`src/rtl/pipeline_event_monitor.sv`:
```
// rtl/pipeline_event_monitor.sv - qualified pipeline event counters over a bounded run window
// Live counters, snapshot shadows, and a muxed read port; all counters saturate with sticky overflow.
module pipeline_event_monitor #(
  parameter int NUM_EVENTS = 4,
  parameter int CNT_WIDTH  = 32,
  parameter int MAX_CYCLES = 64
) (
  input  logic                               clk_i,
  input  logic                               rst_i,
  input  logic                               start_i,
  input  logic                               clear_i,
  input  logic [NUM_EVENTS-1:0]              event_i,
  input  logic [NUM_EVENTS-1:0]              qual_i,
  input  logic                               snap_i,
  input  logic [$clog2(NUM_EVENTS+1)-1:0]    rd_sel_i,
  output logic [CNT_WIDTH-1:0]               rd_data_o,
  output logic [CNT_WIDTH-1:0]               cycle_o,
  output logic                               running_o,
  output logic                               done_o,
  output logic [NUM_EVENTS:0]                overflow_o
);

  localparam int SEL_W = $clog2(NUM_EVENTS+1);
  localparam logic [CNT_WIDTH-1:0] CNT_MAX = '1;
  localparam logic [CNT_WIDTH-1:0] WINDOW  = CNT_WIDTH'(MAX_CYCLES);
  localparam logic [CNT_WIDTH-1:0] ONE     = CNT_WIDTH'(1);

  typedef enum logic [1:0] {IDLE, RUN, PAUSE, DONE} state_t;

  state_t               state;
  logic                 running;
  logic                 done;
  logic [CNT_WIDTH-1:0] ev_cnt    [NUM_EVENTS];
  logic [CNT_WIDTH-1:0] ev_next   [NUM_EVENTS];
  logic [CNT_WIDTH-1:0] ev_shadow [NUM_EVENTS];
  logic [CNT_WIDTH-1:0] cyc_cnt;
  logic [CNT_WIDTH-1:0] cyc_next;
  logic [CNT_WIDTH-1:0] cyc_shadow;
  logic [NUM_EVENTS:0]  ovf;
  logic [NUM_EVENTS:0]  ovf_next;
  logic                 counting;
  logic                 window_hit;

  // An edge counts only while in RUN and start_i is still held; the pause edge is excluded.
  always_comb begin
    counting = (state == RUN) && start_i;
    ovf_next = ovf;
    cyc_next = cyc_cnt;
    if (counting) begin
      if (cyc_cnt == CNT_MAX) ovf_next[NUM_EVENTS] = 1'b1;
      else                    cyc_next = cyc_cnt + ONE;
    end
    for (int k = 0; k < NUM_EVENTS; k++) begin
      ev_next[k] = ev_cnt[k];
      if (counting && event_i[k] && !qual_i[k]) begin
        if (ev_cnt[k] == CNT_MAX) ovf_next[k] = 1'b1;
        else                      ev_next[k] = ev_cnt[k] + ONE;
      end
    end
    window_hit = (MAX_CYCLES != 0) && counting && (cyc_next == WINDOW);
  end

  always_ff @(posedge clk_i or posedge rst_i) begin
    if (rst_i) begin
      state      <= IDLE;
      running    <= 1'b0;
      done       <= 1'b0;
      cyc_cnt    <= '0;
      cyc_shadow <= '0;
      ovf        <= '0;
      for (int k = 0; k < NUM_EVENTS; k++) begin
        ev_cnt[k]    <= '0;
        ev_shadow[k] <= '0;
      end
    end else if (clear_i) begin
      state      <= IDLE;
      running    <= 1'b0;
      done       <= 1'b0;
      cyc_cnt    <= '0;
      cyc_shadow <= '0;
      ovf        <= '0;
      for (int k = 0; k < NUM_EVENTS; k++) begin
        ev_cnt[k]    <= '0;
        ev_shadow[k] <= '0;
      end
    end else begin
      cyc_cnt <= cyc_next;
      ovf     <= ovf_next;
      for (int k = 0; k < NUM_EVENTS; k++) ev_cnt[k] <= ev_next[k];
      // Shadows capture the post-update value so a snap on the final edge sees the full window.
      if (snap_i) begin
        cyc_shadow <= cyc_next;
        for (int k = 0; k < NUM_EVENTS; k++) ev_shadow[k] <= ev_next[k];
      end
      case (state)
        IDLE: if (start_i) begin
          state   <= RUN;
          running <= 1'b1;
        end
        RUN: if (!start_i) begin
          state   <= PAUSE;
          running <= 1'b0;
        end else if (window_hit) begin
          state   <= DONE;
          running <= 1'b0;
          done    <= 1'b1;
        end
        PAUSE: if (start_i) begin
          state   <= RUN;
          running <= 1'b1;
        end
        default: ;
      endcase
    end
  end

  always_comb begin
    rd_data_o = '0;
    for (int k = 0; k < NUM_EVENTS; k++) begin
      if (rd_sel_i == SEL_W'(k)) rd_data_o = ev_shadow[k];
    end
    if (rd_sel_i == SEL_W'(NUM_EVENTS)) rd_data_o = cyc_shadow;
  end

  assign cycle_o    = cyc_cnt;
  assign running_o  = running;
  assign done_o     = done;
  assign overflow_o = ovf;

endmodule

```
`config.mk`:
```
export PLATFORM = sky130hd
export DESIGN_NAME = pipeline_event_monitor
export DESIGN_NICKNAME = d
export VERILOG_FILES = /design/src/rtl/pipeline_event_monitor.sv
export SDC_FILE = /design/constraint.sdc
export NUM_CORES = 1
export LEC_CHECK = 0
export BUFFER_PORTS_ARGS = -buffer_cell sky130_fd_sc_hd__buf_2
export CAP_MARGIN = 10
export CORE_MARGIN = 2
export CORE_UTILIZATION = 55
export DETAILED_ROUTE_END_ITERATION = 6
export HOLD_SLACK_MARGIN = 0.1
export PLACE_DENSITY = 0.83
export SLEW_MARGIN = 20
export SYNTH_ARGS = -nofsm -noshare
export SYNTH_HDL_FRONTEND = slang
export SYNTH_SLANG_ARGS = --single-unit
```
`constraint.sdc`:
```
create_clock -name clk_i -period 17.1 [get_ports clk_i]
set_input_delay 3.42 -clock clk_i [delete_from_list [all_inputs] [get_ports clk_i]]
set_output_delay 3.42 -clock clk_i [all_outputs]
set_load 0.05 [all_outputs]
```
==> reports/qor.yml, run 1 <==
syn_inst: 1677
synth_edf_count: 0
synthTopCellsByArea: "dfrtp_1, nor2_1, a211oi_1"
rsz0062_at_grt: "false"
totalPowerFinal_mw: 1.70
wirelength_um: 43400
cts_buffers: 36
postCtsHoldBufs: 0
p_clk_share_pct: 46.9
final_common_cell: "nor2_1"
io_pins: 87
root_buffer: "clkbuf_16"
ys_types: 62
status: "completed"
seqPwrFrac_pct: 47.1
p_switching_uw: 409
grt_usage_pct: 28.4
grt_pass1_vias: 12500
path_class: "primary input to output port"
critPathTopFamily: "buffers and inverters"
ys_ff_latch: 329
fin_crit_ns: 9.16
slew_violations: 0
cts.sinks: 329
slowest_delay_ns: 0.83
syn_area_per_cell_um2: 9.61
met3RoutedLength_um: 3330
initialDrtViolationCount: 1544
ir_drop_mv: 0.0630
synth_nets: 1698
highest_layer: "met4"
synth_ff_type: "dfrtp_1"
fin_tns_setup_ns: 0
powerDensity_nw_per_um2: 95.1
nets: 1725
m1WireLength_um: 18200
htree_levels: 2
antenna_found_initial: 1
fp.dieH_um: 175
grt_max_degree: 188
ys.warnings.count: 0
final_area_um2: 17900
crit_path_top_delay_cell: "and2_1"
synthArstFlopShare_pct: 100
netlist_area_um2: 16100
core_area_um2: 28800
worstSkewPairLatency_ns: 0.53
seq_area_um2: 8230
hold_violations: 0
start_util_pct: 56.0
drv_cap: 0
arrival_ns: 5.74
vias_per_cell: 6.20
crit_buf_inv: 3
crit_fanout: 57
start_kind: "primary input"
nFillCells: 2268
clk_pin_slew_ns: 0.06
skew_ns: 0.0272
gp_congestion: 0.966
vias: 13100
cts_buffer_depth: 3
cts_resized: 0
swShare_pct: 24.0
cts_tree: "done"
p_comb_share_pct: 6.0
hold_path.class: "register to register"
max_freq_ghz: 0.109
relSlewSlack_pct: 24.2
synth_top_area_share_pct: 51.1
die_area_um2: 30700
drive_above_1_share_pct: 10.3
port_buffers: 86
mostFrequentLayoutCells: "nor2_1, dfrtp_1, nand2_1, a211oi_1, buf_2"
place_area_um2: 16700
ys_seq_area_share_pct: 51.1
timing.hold.ws_ns: 0.500
grt_pass1_wl_um: 69000
cp_cell_sequence: "buf_2, buf_4, and2_1, a21oi_1, o22ai_1, buf_2"
power.internal_mw: 1.30
rows: 62
drt-wirelength-per-cell_um: 20.5
route.met2.wl_um: 20200
place_hpwl_um: 29500
drtAntennaViolNets: 0
tightestPinTransition_ns: 1.13
timing.critical_path.mode_cell: "buf_2"
layout_worst_path_cycle_share_pct: 53.6
dr.pass1.iters: 6
drc: 0
leakage_nw: 8.01
cp.required_ns: 13.68
synth_top_area_cell: "dfrtp_1"
cp-end-kind: "output port"
synthToLayoutAreaGrowth_pct: 11.2
multi_input_area_um2: 7320
dieWidth_um: 175
setup_viol: 0
num_antenna_cells: 0
post_cts_buffers: 0
grt_overflow: 0
final cells by class:
type,instances,area share [%]
Multi-Input combinational cell,1211,40.9
Clock buffer,49,5.69
Tap cell,384,2.68
Clock inverter,12,1.03
Sequential cell,329,45.9
Inverter,29,0.649
Timing Repair Buffer,97,3.15
flip-flops by register name, summed over array words and instances (netlist names):
name        cells
ev_cnt        128
cycle_o        32
running_o       1
overflow_o      5
done_o          1
cyc_shadow     32
state           2
ev_shadow     128
power groups by stage:
stage	clock network [mW]	registers, mW	logic (mW)
global placement	0	0.817	0.0987
global route	0.833	0.804	0.113
CTS	0.803	0.803	0.101
floorplan	0	0.813	0.0756
detailed placement	0	0.817	0.101
finish	0.799	0.803	0.103
cells by family after synthesis:
| logic type | Yosys count | synth area share, % |
|---|---|---|
| compound gates | 289 | 12.2 |
| mux | 37 | 3.00 |
| xor+xnor | 145 | 7.92 |
| buf+inv | 137 | 3.49 |
| fa+ha+maj | 5 | 0.388 |
| flops | 329 | 51.1 |
| simple gates | 735 | 21.9 |
routing by layer:
| layer | track usage [%] | vias up |
|---|---|---|
| li1 | - | 5964 |
| met1 | 39.8 | 6490 |
| met2 | 44.6 | 543 |
| met3 | 4.77 | 85 |
| met4 | 11.3 | 0 |
| met5 | 0 | - |
stage by stage:
step | utilization (%) | std cells | setup slack, ns
floorplan | - | 1677 | 4.57
global placement | 58.0 | 2049 | 8.06
detailed placement | 58.0 | 2049 | 8.01
CTS | 62.2 | 2110 | 8.02
global route | 62.3 | 2111 | 7.85
finish | 62.3 | 2111 | 7.94
worst reg2reg max path, delay by kind of cell (launching register included):
| family | cells | cell delay [ns] |
|---|---|---|
| AO/OA/AOI/OAI | 3 | 0.83 |
| flip-flops | 1 | 0.40 |
| AND/OR/NAND/NOR | 5 | 2.50 |
synth_stat cells, drive strengths merged (10+ instances only):
master	number
xor2	81
a22oi	23
and2	14
a21o	30
xnor2	64
o21ai	34
a21oi	40
inv	29
and3	30
nor3	24
clkbuf	98
a211oi	113
buf	10
and4	21
nand3	54
mux2i	28
nand2	113
dfrtp	329
nor4	11
nand4	57
o22ai	23
nor3b	21
or4	14
nor2	347
final timing paths:
kind | startpoint | end | slack [ns] | cells past startpoint
setup / recovery | rd_sel_i[0] | rd_data_o[28] | 7.94 | 6
hold / removal | overflow_o[1] | overflow_o[1] | 0.50 | 2
setup reg to reg | state[1] | running_o | 13.28 | 8
hold reg to reg | overflow_o[1] | overflow_o[1] | 0.50 | 2
max in group asynchronous | rst_i | cycle_o[21] | 12.76 | 3
min in group asynchronous | rst_i | overflow_o[1] | 2.92 | 2
(Power assumes the default switching activity.)
==> run 2, diff against run 1 <==
--- a/config.mk
+++ b/config.mk
@@ -11,7 +11,7 @@
 export CORE_UTILIZATION = 55
 export DETAILED_ROUTE_END_ITERATION = 6
 export HOLD_SLACK_MARGIN = 0.1
-export PLACE_DENSITY = 0.83
+export PLACE_DENSITY = 0.86
 export SLEW_MARGIN = 20
 export SYNTH_ARGS = -nofsm -noshare
 export SYNTH_HDL_FRONTEND = slang
==> constraint.sdc (replaced) <==
create_clock -name clk_i -period 7.9 [get_ports clk_i]
set_input_delay 1.58 -clock clk_i [delete_from_list [all_inputs] [get_ports clk_i]]
set_output_delay 1.58 -clock clk_i [all_outputs]
set_load 0.05 [all_outputs]
==> run 2 against run 1 <==
Against the previous run: the flow now finishes with violations (design-rule violations); power is 120% higher; global-route usage is 0.89 points higher; die area stayed put; setup slack worse by 5.6 ns; critical path type unchanged.
==> reports/qor.yml, run 2 (same netlist as run 1, synthesis figures left out) <==
grt_pass1_wl_um: 70900  # +2.8%
cts.sinks: 329  # unchanged
dieWidth_um: 175  # unchanged
slew_violations: 0  # unchanged
place_hpwl_um: 29900  # +1.3%
endpoint: "rd_data_o[0]"
cts_buffers: 35  # -2.8%
met3RoutedLength_um: 3790  # +14%
fin_tns_setup_ns: 0  # unchanged
drtAntennaViolNets: 0  # unchanged
m1WireLength_um: 18100  # -0.48%
ir_drop_mv: 0.137  # +120%
relSlewSlack_pct: 29.6  # +5.4 points
die_area_um2: 30700  # unchanged
port_buffers: 86  # unchanged
synthToLayoutAreaGrowth_pct: 11.2  # about the same
r2r_start: "state[1]"
status: "finished with violations"
drv_cap: 0  # unchanged
grt_max_degree: 186  # -1.1%
route.met2.wl_um: 20900  # +3.1%
mostFrequentLayoutCells: "nor2_1, dfrtp_1, nand2_1, a211oi_1, buf_2"
initialDrtViolationCount: 1600  # +3.6%
setup_ws_ns: 2.37  # -5.57 ns
dp_cells: 2052  # +0.15%
path_class: "primary input to output port"
pre_cts_ws_ns: 2.48  # -5.53 ns
cp-end-kind: "output port"
worstSkewPairLatency_ns: 0.53  # about the same
skew_ns: 0.0223  # -0.00493 ns
rr_worst_depth: 8  # unchanged
final_area_um2: 17900  # about the same
gp_congestion: 0.942  # -2.5%
fp.dieH_um: 175  # unchanged
nets: 1726  # +0.058%
htree_levels: 2  # unchanged
crit_fanout: 36  # -37%
r2r_slack_ns: 4.20  # -9.08 ns
powerDensity_nw_per_um2: 206  # +120%
drt-wirelength-per-cell_um: 21.0  # +2.2%
highest_layer: "met4"
cts_buffer_depth: 3  # unchanged
core_area_um2: 28800  # unchanged
arrival_ns: 3.95  # -1.79 ns
rows: 62  # unchanged
cp.required_ns: 6.32  # -7.36 ns
rsz0062_at_grt: "false"
crit_path_start: "rd_sel_i[1]"
start_util_pct: 56.0  # unchanged
max_freq_ghz: 0.181
grt_usage_pct: 29.3  # +0.89 points
clk_pin_slew_ns: 0.06  # about the same
num_antenna_cells: 0  # unchanged
wirelength_um: 44400  # +2.4%
hold_violations: 0  # unchanged
hold_path.class: "register to register"
violations: "design-rule violations"
io_pins: 87  # unchanged
antenna_found_initial: 0  # -1
drc: 1  # +1
dr.pass1.iters: 7  # +1
cts_tree: "done"
post_cts_buffers: 0  # unchanged
root_buffer: "clkbuf_16"
grt_pass1_vias: 12800  # +2.6%
start_kind: "primary input"
vias_per_cell: 6.24  # +0.64%
layout_worst_path_cycle_share_pct: 69.9
drive_above_1_share_pct: 10.4  # +0.092 points
setup_viol: 0  # unchanged
timing.rr.end: "running_o"
timing.hold.ws_ns: 0.504  # +0.00415 ns
postCtsHoldBufs: 0  # unchanged
vias: 13200  # +0.83%
stdcell_count: 2115  # +0.19%
grt_overflow: 0  # unchanged
largestRegisters: "ev_cnt x128, ev_shadow x128"
place_area_um2: 16700  # +0.11%
tightestPinTransition_ns: 1.05  # -0.0763 ns
leakage_nw: 8.02  # about the same
fin_crit_ns: 5.53
cts_resized: 0  # unchanged
final_common_cell: "nor2_1"
[run 2: cell types whose count changed in the layout (fill, tap and decap cells not counted)]
cell	change
clkinv_1	-1
buf_16	-1
inv_8	-2
clkinv_4	-1
buf_4	+3
clkinv_2	+1
clkbuf_1	+2
inv_6	+1
inv_1	+1
bufinv_16	+1
clkinvlp_4	+1
clkbuf_8	-1
[run 2: worst min path at each step]
stage | to | start | cells after the start
2_1_floorplan | cyc_shadow[24] | cyc_shadow[24] | 2
3_3_place_gp | overflow_o[1] | overflow_o[1] | 2
3_5_place_dp | overflow_o[2] | overflow_o[2] | 2
4_1_cts | overflow_o[2] | overflow_o[2] | 2
5_1_grt | overflow_o[2] | overflow_o[2] | 2
6_report | overflow_o[1] | overflow_o[1] | 2
[run 2: final cells by class]
type                       count  area [um^2]
sequential                   329         8230
clock buffer                  50         1010
multi-input combinational   1211         7320
clock inverter                13          209
tap                          384          480
inverter                      29          113
fill                        2207        10800
timing repair buffer          99          559
[run 2: per-layer routing]
layer,global-route usage [%],up-vias
li1,-,5966
met1,40.1,6487
met2,46.7,650
met3,5.42,88
met4,11.5,0
met5,0,-
[run 2: through the flow]
step / power [mW] / utilization (%)
CTS: 3.72 / 62.3
global route: 3.81 / 62.3
floorplan: 1.92 / -
detailed placement: 1.99 / 58.1
finish: 3.70 / 62.3
global placement: 1.98 / 58.1
[run 2: critical path: stages]
cell     delay [ns]
buf_2          0.62
nor2b_1        0.73
buf_4          0.33
a22oi_1        0.10
o22ai_1        0.25
buf_2          0.33
[run 2: power by group]
| part | internal, mW | total [mW] | switching (mW) |
|---|---|---|---|
| Sequential | 1.71 | 1.74 | 0.0267 |
| Clock | 1.06 | 1.74 | 0.677 |
| Combinational | 0.0520 | 0.221 | 0.169 |
| Total | 2.83 | 3.70 | 0.873 |
